## config.mk

```make
export PLATFORM = sky130hd
export DESIGN_NAME = comparator
export DESIGN_NICKNAME = d
export VERILOG_FILES = /design/src/rtl/comparator_pkg.sv /design/src/rtl/comparator_slice.sv /design/src/rtl/comparator.sv
export SDC_FILE = /design/constraint.sdc
export NUM_CORES = 1
export LEC_CHECK = 0
export CORE_AREA = 2 2 39 41
export CTS_CLUSTER_DIAMETER = 80
export DETAILED_ROUTE_END_ITERATION = 8
export DIE_AREA = 0 0 41 43
export MAX_ROUTING_LAYER = met4
export PLACE_DENSITY = 0.6
export RECOVER_POWER = 25
export SETUP_SLACK_MARGIN = 0.2
export SLEW_MARGIN = 20
export SYNTH_ARGS = -nofsm -noshare
export SYNTH_HDL_FRONTEND = slang
export SYNTH_SLANG_ARGS = --single-unit
```

## constraint.sdc

```tcl
create_clock -name clk -period 0.8 [get_ports clk]
set_clock_uncertainty 0.05 [all_clocks]
set_input_delay 0.08 -clock clk [delete_from_list [all_inputs] [get_ports clk]]
set_output_delay 0.08 -clock clk [all_outputs]
set_load 0.02 [all_outputs]
```

## src/rtl/comparator_pkg.sv

```systemverilog
// Shared definitions for the registered magnitude comparator.
//
// Contents:
//   SLICE_W      - width of one compare slice (one nibble)
//   rel_e        - 3-bit one-hot relation code (REL_EQ / REL_GT / REL_LT)
//   rel_flags_t  - the eq / gr / less flag triple as driven on the top ports
//   rel_to_flags - maps a relation code onto the flag triple

package comparator_pkg;

    localparam int unsigned SLICE_W = 4;

    // The code is already one-hot so the flag mapping is a pure rewire, but
    // keeping it as an enum gives readable waveforms and a single decode point.
    typedef enum logic [2:0] {
        REL_EQ = 3'b001,
        REL_GT = 3'b010,
        REL_LT = 3'b100
    } rel_e;

    typedef struct packed {
        logic eq;
        logic gr;
        logic less;
    } rel_flags_t;

    function automatic rel_flags_t rel_to_flags(input rel_e rel);
        rel_flags_t flags;
        flags = '0;
        unique case (rel)
            REL_EQ:  flags.eq   = 1'b1;
            REL_GT:  flags.gr   = 1'b1;
            REL_LT:  flags.less = 1'b1;
            default: flags      = '0;
        endcase
        return flags;
    endfunction

endpackage

```

## src/rtl/comparator_slice.sv

```systemverilog
// One nibble of the magnitude compare.
//
// Ports:
//   a, b      - SLICE_W-bit operand slices
//   sign_msb  - treat bit SLICE_W-1 as a two's-complement sign bit
//               (only ever set on the most significant slice in signed mode)
//   slice_eq  - a == b (bitwise, independent of sign_msb)
//   slice_gt  - a > b under the selected interpretation

module comparator_slice
    import comparator_pkg::*;
(
    input  logic [SLICE_W-1:0] a,
    input  logic [SLICE_W-1:0] b,
    input  logic               sign_msb,
    output logic               slice_eq,
    output logic               slice_gt
);

    logic sign_differs;

    always_comb begin
        slice_eq     = (a == b);
        sign_differs = sign_msb && (a[SLICE_W-1] != b[SLICE_W-1]);
        // With differing sign bits the non-negative operand wins; with equal
        // sign bits an unsigned compare of the whole slice gives the right
        // order for the low bits since the MSBs cancel out.
        if (sign_differs) begin
            slice_gt = b[SLICE_W-1];
        end else begin
            slice_gt = (a > b);
        end
    end

endmodule

```

## src/rtl/comparator.sv

```systemverilog
// Registered magnitude comparator.
//
// Splits a and b into WIDTH/4 nibble slices, compares each slice in parallel,
// resolves the relation MSB-slice-first and registers a one-hot eq/gr/less
// flag set one cycle after each accepted sample.
//
// Ports:
//   clk          - rising-edge clock
//   rst          - asynchronous active-high reset, clears all outputs
//   in_valid     - qualifies a, b and signed_mode this cycle
//   signed_mode  - 1: two's-complement compare, 0: unsigned compare
//   a, b         - WIDTH-bit operands
//   out_valid    - flags belong to a sample accepted on the last edge
//   eq, gr, less - registered relation of a to b (one-hot once loaded)

module comparator
    import comparator_pkg::*;
#(
    parameter int unsigned WIDTH = 4
) (
    input  logic             clk,
    input  logic             rst,
    input  logic             in_valid,
    input  logic             signed_mode,
    input  logic [WIDTH-1:0] a,
    input  logic [WIDTH-1:0] b,
    output logic             out_valid,
    output logic             eq,
    output logic             gr,
    output logic             less
);

    localparam int unsigned NUM_SLICES = WIDTH / SLICE_W;

    logic [NUM_SLICES-1:0] slice_eq;
    logic [NUM_SLICES-1:0] slice_gt;

    rel_e       rel_d;
    logic       decided;
    rel_flags_t flags_d, flags_q;
    logic       valid_d, valid_q;

    // ------------------------------------------------------------------
    // Per-nibble compare
    // ------------------------------------------------------------------
    for (genvar i = 0; i < int'(NUM_SLICES); i++) begin : g_slice
        localparam bit IS_TOP = (i == int'(NUM_SLICES) - 1);

        comparator_slice u_slice (
            .a        (a[i*SLICE_W +: SLICE_W]),
            .b        (b[i*SLICE_W +: SLICE_W]),
            .sign_msb (signed_mode && IS_TOP),
            .slice_eq (slice_eq[i]),
            .slice_gt (slice_gt[i])
        );
    end

    // ------------------------------------------------------------------
    // Priority cascade: the highest non-equal slice decides
    // ------------------------------------------------------------------
    always_comb begin
        rel_d   = REL_EQ;
        decided = 1'b0;
        for (int i = int'(NUM_SLICES) - 1; i >= 0; i--) begin
            if (!decided && !slice_eq[i]) begin
                rel_d   = slice_gt[i] ? REL_GT : REL_LT;
                decided = 1'b1;
            end
        end
    end

    // ------------------------------------------------------------------
    // Output register
    // ------------------------------------------------------------------
    always_comb begin
        valid_d = in_valid;
        // Idle cycles keep the last flags, so garbage on a/b is never loaded.
        flags_d = in_valid ? rel_to_flags(rel_d) : flags_q;
    end

    always_ff @(posedge clk or posedge rst) begin
        if (rst) begin
            flags_q <= '0;
            valid_q <= 1'b0;
        end else begin
            flags_q <= flags_d;
            valid_q <= valid_d;
        end
    end

    assign out_valid = valid_q;
    assign eq        = flags_q.eq;
    assign gr        = flags_q.gr;
    assign less      = flags_q.less;

endmodule

```

# ---- Word-level counts from Yosys, hierarchy flattened
# Index checks and enable logic that the tools add are counted.
# W data, S select, Z words.
dict set report word_totals {
  ff_bits 4
  in_bits 12
  output_inout_bits 4
  wordCells 17
}
dict set report op_classes {
  order_cmp 1
  eq_ne 5
  n_mux 6
  reduce_logical 1
}
# cell count
set op_table {}
lappend op_table {{$mux W3} 2}
lappend op_table {{$eq A4 B4 Y1} 1}
lappend op_table {{$gt A4 B4 Y1} 1}
lappend op_table {{$mux W1} 4}
lappend op_table {{$eq A3 B1 Y1 const B} 1}
lappend op_table {{$eq A3 B2 Y1 const B} 1}
lappend op_table {{$eq A3 B3 Y1 const B} 1}
lappend op_table {{$logic_and A1 B1 Y1} 1}
lappend op_table {{$ne A1 B1 Y1} 1}

# ---- Depth between registers and ports, before layout
dict set report logic_depth {
  ltp_word 7
  depth_mapped 6
}

# ---- Modules after synthesis
# A second synthesis with hierarchy kept.
dict set report unflattened {
  cells_unflattened 25
  area_unflattened_um2 257.7
}
# module n_inst cells_each area_per_inst_um2 seq_area_each_um2
set by_module_without_submodules {}
lappend by_module_without_submodules {comparator 1 11 143.9 100.1}
lappend by_module_without_submodules {comparator_slice 1 14 113.9 0.0}

# ---- Worst setup path after synthesis
# Ideal clock, no wire load.
dict set report synth_path {
  path_kind {in2reg}
  startpoint {in b[3]}
  endpoint {reg flags_q (netlist bit gr)}
  setup_ns 0.124
  arrival_ns 0.992
  slack_ns -0.366
  path_stages 6
  n_path_buf 0
  path_cell_list {inv_1 -> ha_1 -> nand2b_1 -> nand2_1 -> a211oi_1 -> a211o_1}
}
dict set report synth_between {
  elab_chain_len 7
  word_cells_on_any_way 9
}
# item line
set synth_lines {}
lappend synth_lines {{start: declaration} comparator.sv:26} ;# input logic [WIDTH-1:0] b,
lappend synth_lines {{parallel branches: the longest is 4 deep, another holds $gt A4 B4 Y1} --}
lappend synth_lines {{$mux W3 (*)} comparator.sv:65} ;# if (!decided && !slice_eq[i]) begin
lappend synth_lines {{$eq A3 B2 Y1 (*)} comparator_pkg.sv:30} ;# unique case (rel)
lappend synth_lines {{$mux W1 (*)} comparator_pkg.sv:30}
lappend synth_lines {{end signal: assignment} comparator.sv:86} ;# flags_q <= flags_d;
lappend synth_lines {{end: declaration} comparator.sv:40} ;# rel_flags_t flags_d, flags_q;
# Every way passes the cells marked *.
# A chain may end at the register's enable or synchronous reset.

# ---- Worst setup path after layout
# Same ends and word-level chain as after synthesis.

==> impl_metrics.tcl <==
set metrics [dict create \
    crit_path_end_kind "flop" \
    first_iter_violations 2 \
    drive_above_1_share_pct 63.6 \
    start_util_pct 19.3 \
    drc 0 \
    yosysWarnings 0 \
    dieHeight_microns 43 \
    clock.fmax_mhz 986 \
    syn2layout_area_growth_pct 138 \
    synth_area_leaders "dfrtp_1 38%, ha_1 19%, inv_1 9.9%" \
    ant_nets 0 \
    dp_hpwl_microns 577 \
    drv_slew 0 \
    hp-class "in -> async" \
    die-area_sq_um 1760 \
    synth_edf_count 0 \
    synth_cell_types 15 \
    crit_chain "buf_8, inv_8, ha_4, nand4_1, nand2_2, a211oi_2, a211o_1" \
    cts_num_sinks 4 \
    finalHoldViolations 0 \
    syn_nets 45 \
    grt_usage_pct 10.8 \
    criticalPathCategory "in -> reg" \
    yosysMostFrequentCell "inv_1" \
    status "finished, violations left" \
    grt_pass1_vias 309 \
    cp.required_ns 0.86 \
    clock_path_buffers 2 \
    die_x_microns 41 \
    p_leak_nw 0.299 \
    grt-ovfl-total 0 \
    vias 295 \
    core-area_sq_um 1380 \
    power_mw 0.877 \
    io_buffer_count 15 \
    reg2reg_from "gr" \
    dp.cells 66 \
    period_needed_ns 1.01 \
    antenna_found_initial 0 \
    setup_ws_ns -0.214 \
    rsz0062_at_grt "true" \
    fill_cells 140 \
    io_pins 16 \
    fin_nets 72 \
    setup_viol 7 \
    synth_commonest_cells "7 x inv_1, 4 x dfrtp_1, 4 x ha_1" \
    r2r_end "gr" \
    arrival_ns 1.07 \
    yosysTopAreaCell "dfrtp_1" \
    rr_worst_depth 2 \
    avgRoutedWirePerCell_microns 10.2 \
    cp_top_family "compound AO/OA/AOI/OAI gates" \
    drv_cap 0 \
    holdWs_ns 0.107 \
    max_stage_delay_ns 0.28 \
    post-route-period-util_pct 127 \
    ys_ff_latch 4 \
    via_per_inst 4.15 \
    ys_dominant_reg_cell "dfrtp_1" \
    ir_drop_mv 0.871 \
    pre_cts_ws_ns -0.980 \
    yosysTopAreaCellShare_pct 37.6 \
    path_buf_inv 2 \
    instances_no_fill 71 \
    p_per_area_nw_per_um2 1380 \
    seq_area_frac_synth_pct 37.6 \
    root_buffer "clkbuf_4" \
    clk_latency_ns 0.24 \
    setup.worst_path.start_class "primary input" \
    synthArstFlopShare_pct 100 \
    violations "negative setup slack" \
    synthCells 29 \
    cts_max_level 1 \
    place_congestion 0.659 \
    grt_pass1_wl_mm 1.21 \
    placementRows 14 \
    drt_wl_total_microns 725 \
    cts_tree "built" \
    drt_pass1_iterations 2 \
    grt_start_max_net_pins 5 \
    antenna_cells 0 \
    slew_headroom_pct 85.1 \
    cts_buffers 3 \
    worst-r2r-setup-slack_ns -0.17 \
    synth_area_per_cell_sq_um 9.19 \
    crit_slowest_cell "a211o_1" \
    syn_area_sq_um 267 \
    clkTransAtPathRegs_ns 0.04 \
    tightest_slew_ns 0.222 \
    worstPathMaxFanout 4 \
]
==> registers in the layout (all words and copies together) (netlist names) <==
name       flops
less           1
out_valid      1
gr             1
eq             1
==> placed cells by master (no fill, tap or decap) <==
master,Yosys,final
buf_8,0,3
a211oi_2,0,1
o32ai_1,1,1
nor2_1,1,1
nand2_2,0,1
o21a_1,1,1
ha_4,0,4
dfrtp_2,0,1
nand2_1,2,1
o211ai_2,1,1
nor2b_4,0,1
inv_8,0,1
dfrtp_1,4,3
a21oi_1,2,2
clkbuf_4,0,3
inv_12,0,2
a211o_1,1,1
clkdlybuf4s50_1,0,1
dlygate4sd2_1,0,1
nand2b_1,1,1
inv_1,7,3
inv_2,0,1
nor3_1,1,1
buf_4,0,5
dlygate4sd3_1,0,1
buf_2,0,2
clkbuf_1,0,1
nand4_1,1,1
buf_6,0,9
==> per-layer routing <==
metal	up-vias	GRT usage [%]	wire length, microns	part of all wire (%)
met5	-	-	0	0
met3	0	1.57	34	4.7
li1	152	-	-	-
met4	0	6.00	0	0
met1	135	11.1	283	39
met2	8	18.1	407	56
==> cell type report <==
class,count,area [sq um],share of cell area (%)
clock buffer,4,26.3,4.14
inverter,7,58.8,9.27
multi-input combinational,18,205,32.3
sequential,4,101,16.0
tap,16,20.0,3.16
timing repair buffer,22,223,35.1
==> metrics by stage <==
step / area [sq um] / util, % / TNS [ns]
floorplan: 358 / - / -0.459
global placement: 573 / 41.4 / -3.76
detailed placement: 573 / 41.4 / -3.79
CTS: 634 / 45.8 / -0.798
global route: 634 / 45.8 / -1.04
finish: 634 / 45.8 / -0.767
==> where the power goes <==
group          internal [mW]  switching [mW]  total, mW  leakage (nW)
Combinational          0.212           0.146      0.358         0.236
Sequential             0.229          0.0165      0.245        0.0473
Clock                  0.187          0.0861      0.273        0.0150
==> logic make-up after synthesis <==
family | share of synthesized area [%]
adder cells (fa/ha/maj) | 18.8
buffers and inverters | 9.86
AO/OA/AOI/OAI | 20.7
flip-flops | 37.6
AND/OR/NAND/NOR | 13.1
==> worst max path at each step <==
stage / from / end / slack, ns / cells after the start
after floorplan: b[1] / gr / -0.26 / 6
after global placement: b[1] / gr / -0.97 / 7
after detailed placement: b[1] / gr / -0.98 / 7
after CTS: b[1] / gr / -0.19 / 7
after global routing: signed_mode / gr / -0.25 / 5
final: b[3] / gr / -0.21 / 7
==> worst reg2reg max path: stages, from the launching register on <==
cell     delay, ns
dfrtp_1       0.38
buf_4         0.13
a211o_1       0.29
==> timing repair <==
action                                  CTS  global route
pin swaps                                11             1
endpoints found under the hold margin     4             2
endpoints found under the setup margin    8             7
buffers inserted                          1             0
gates resized for setup                  72             0
No activity file was read; power rests on OpenSTA's default activity.
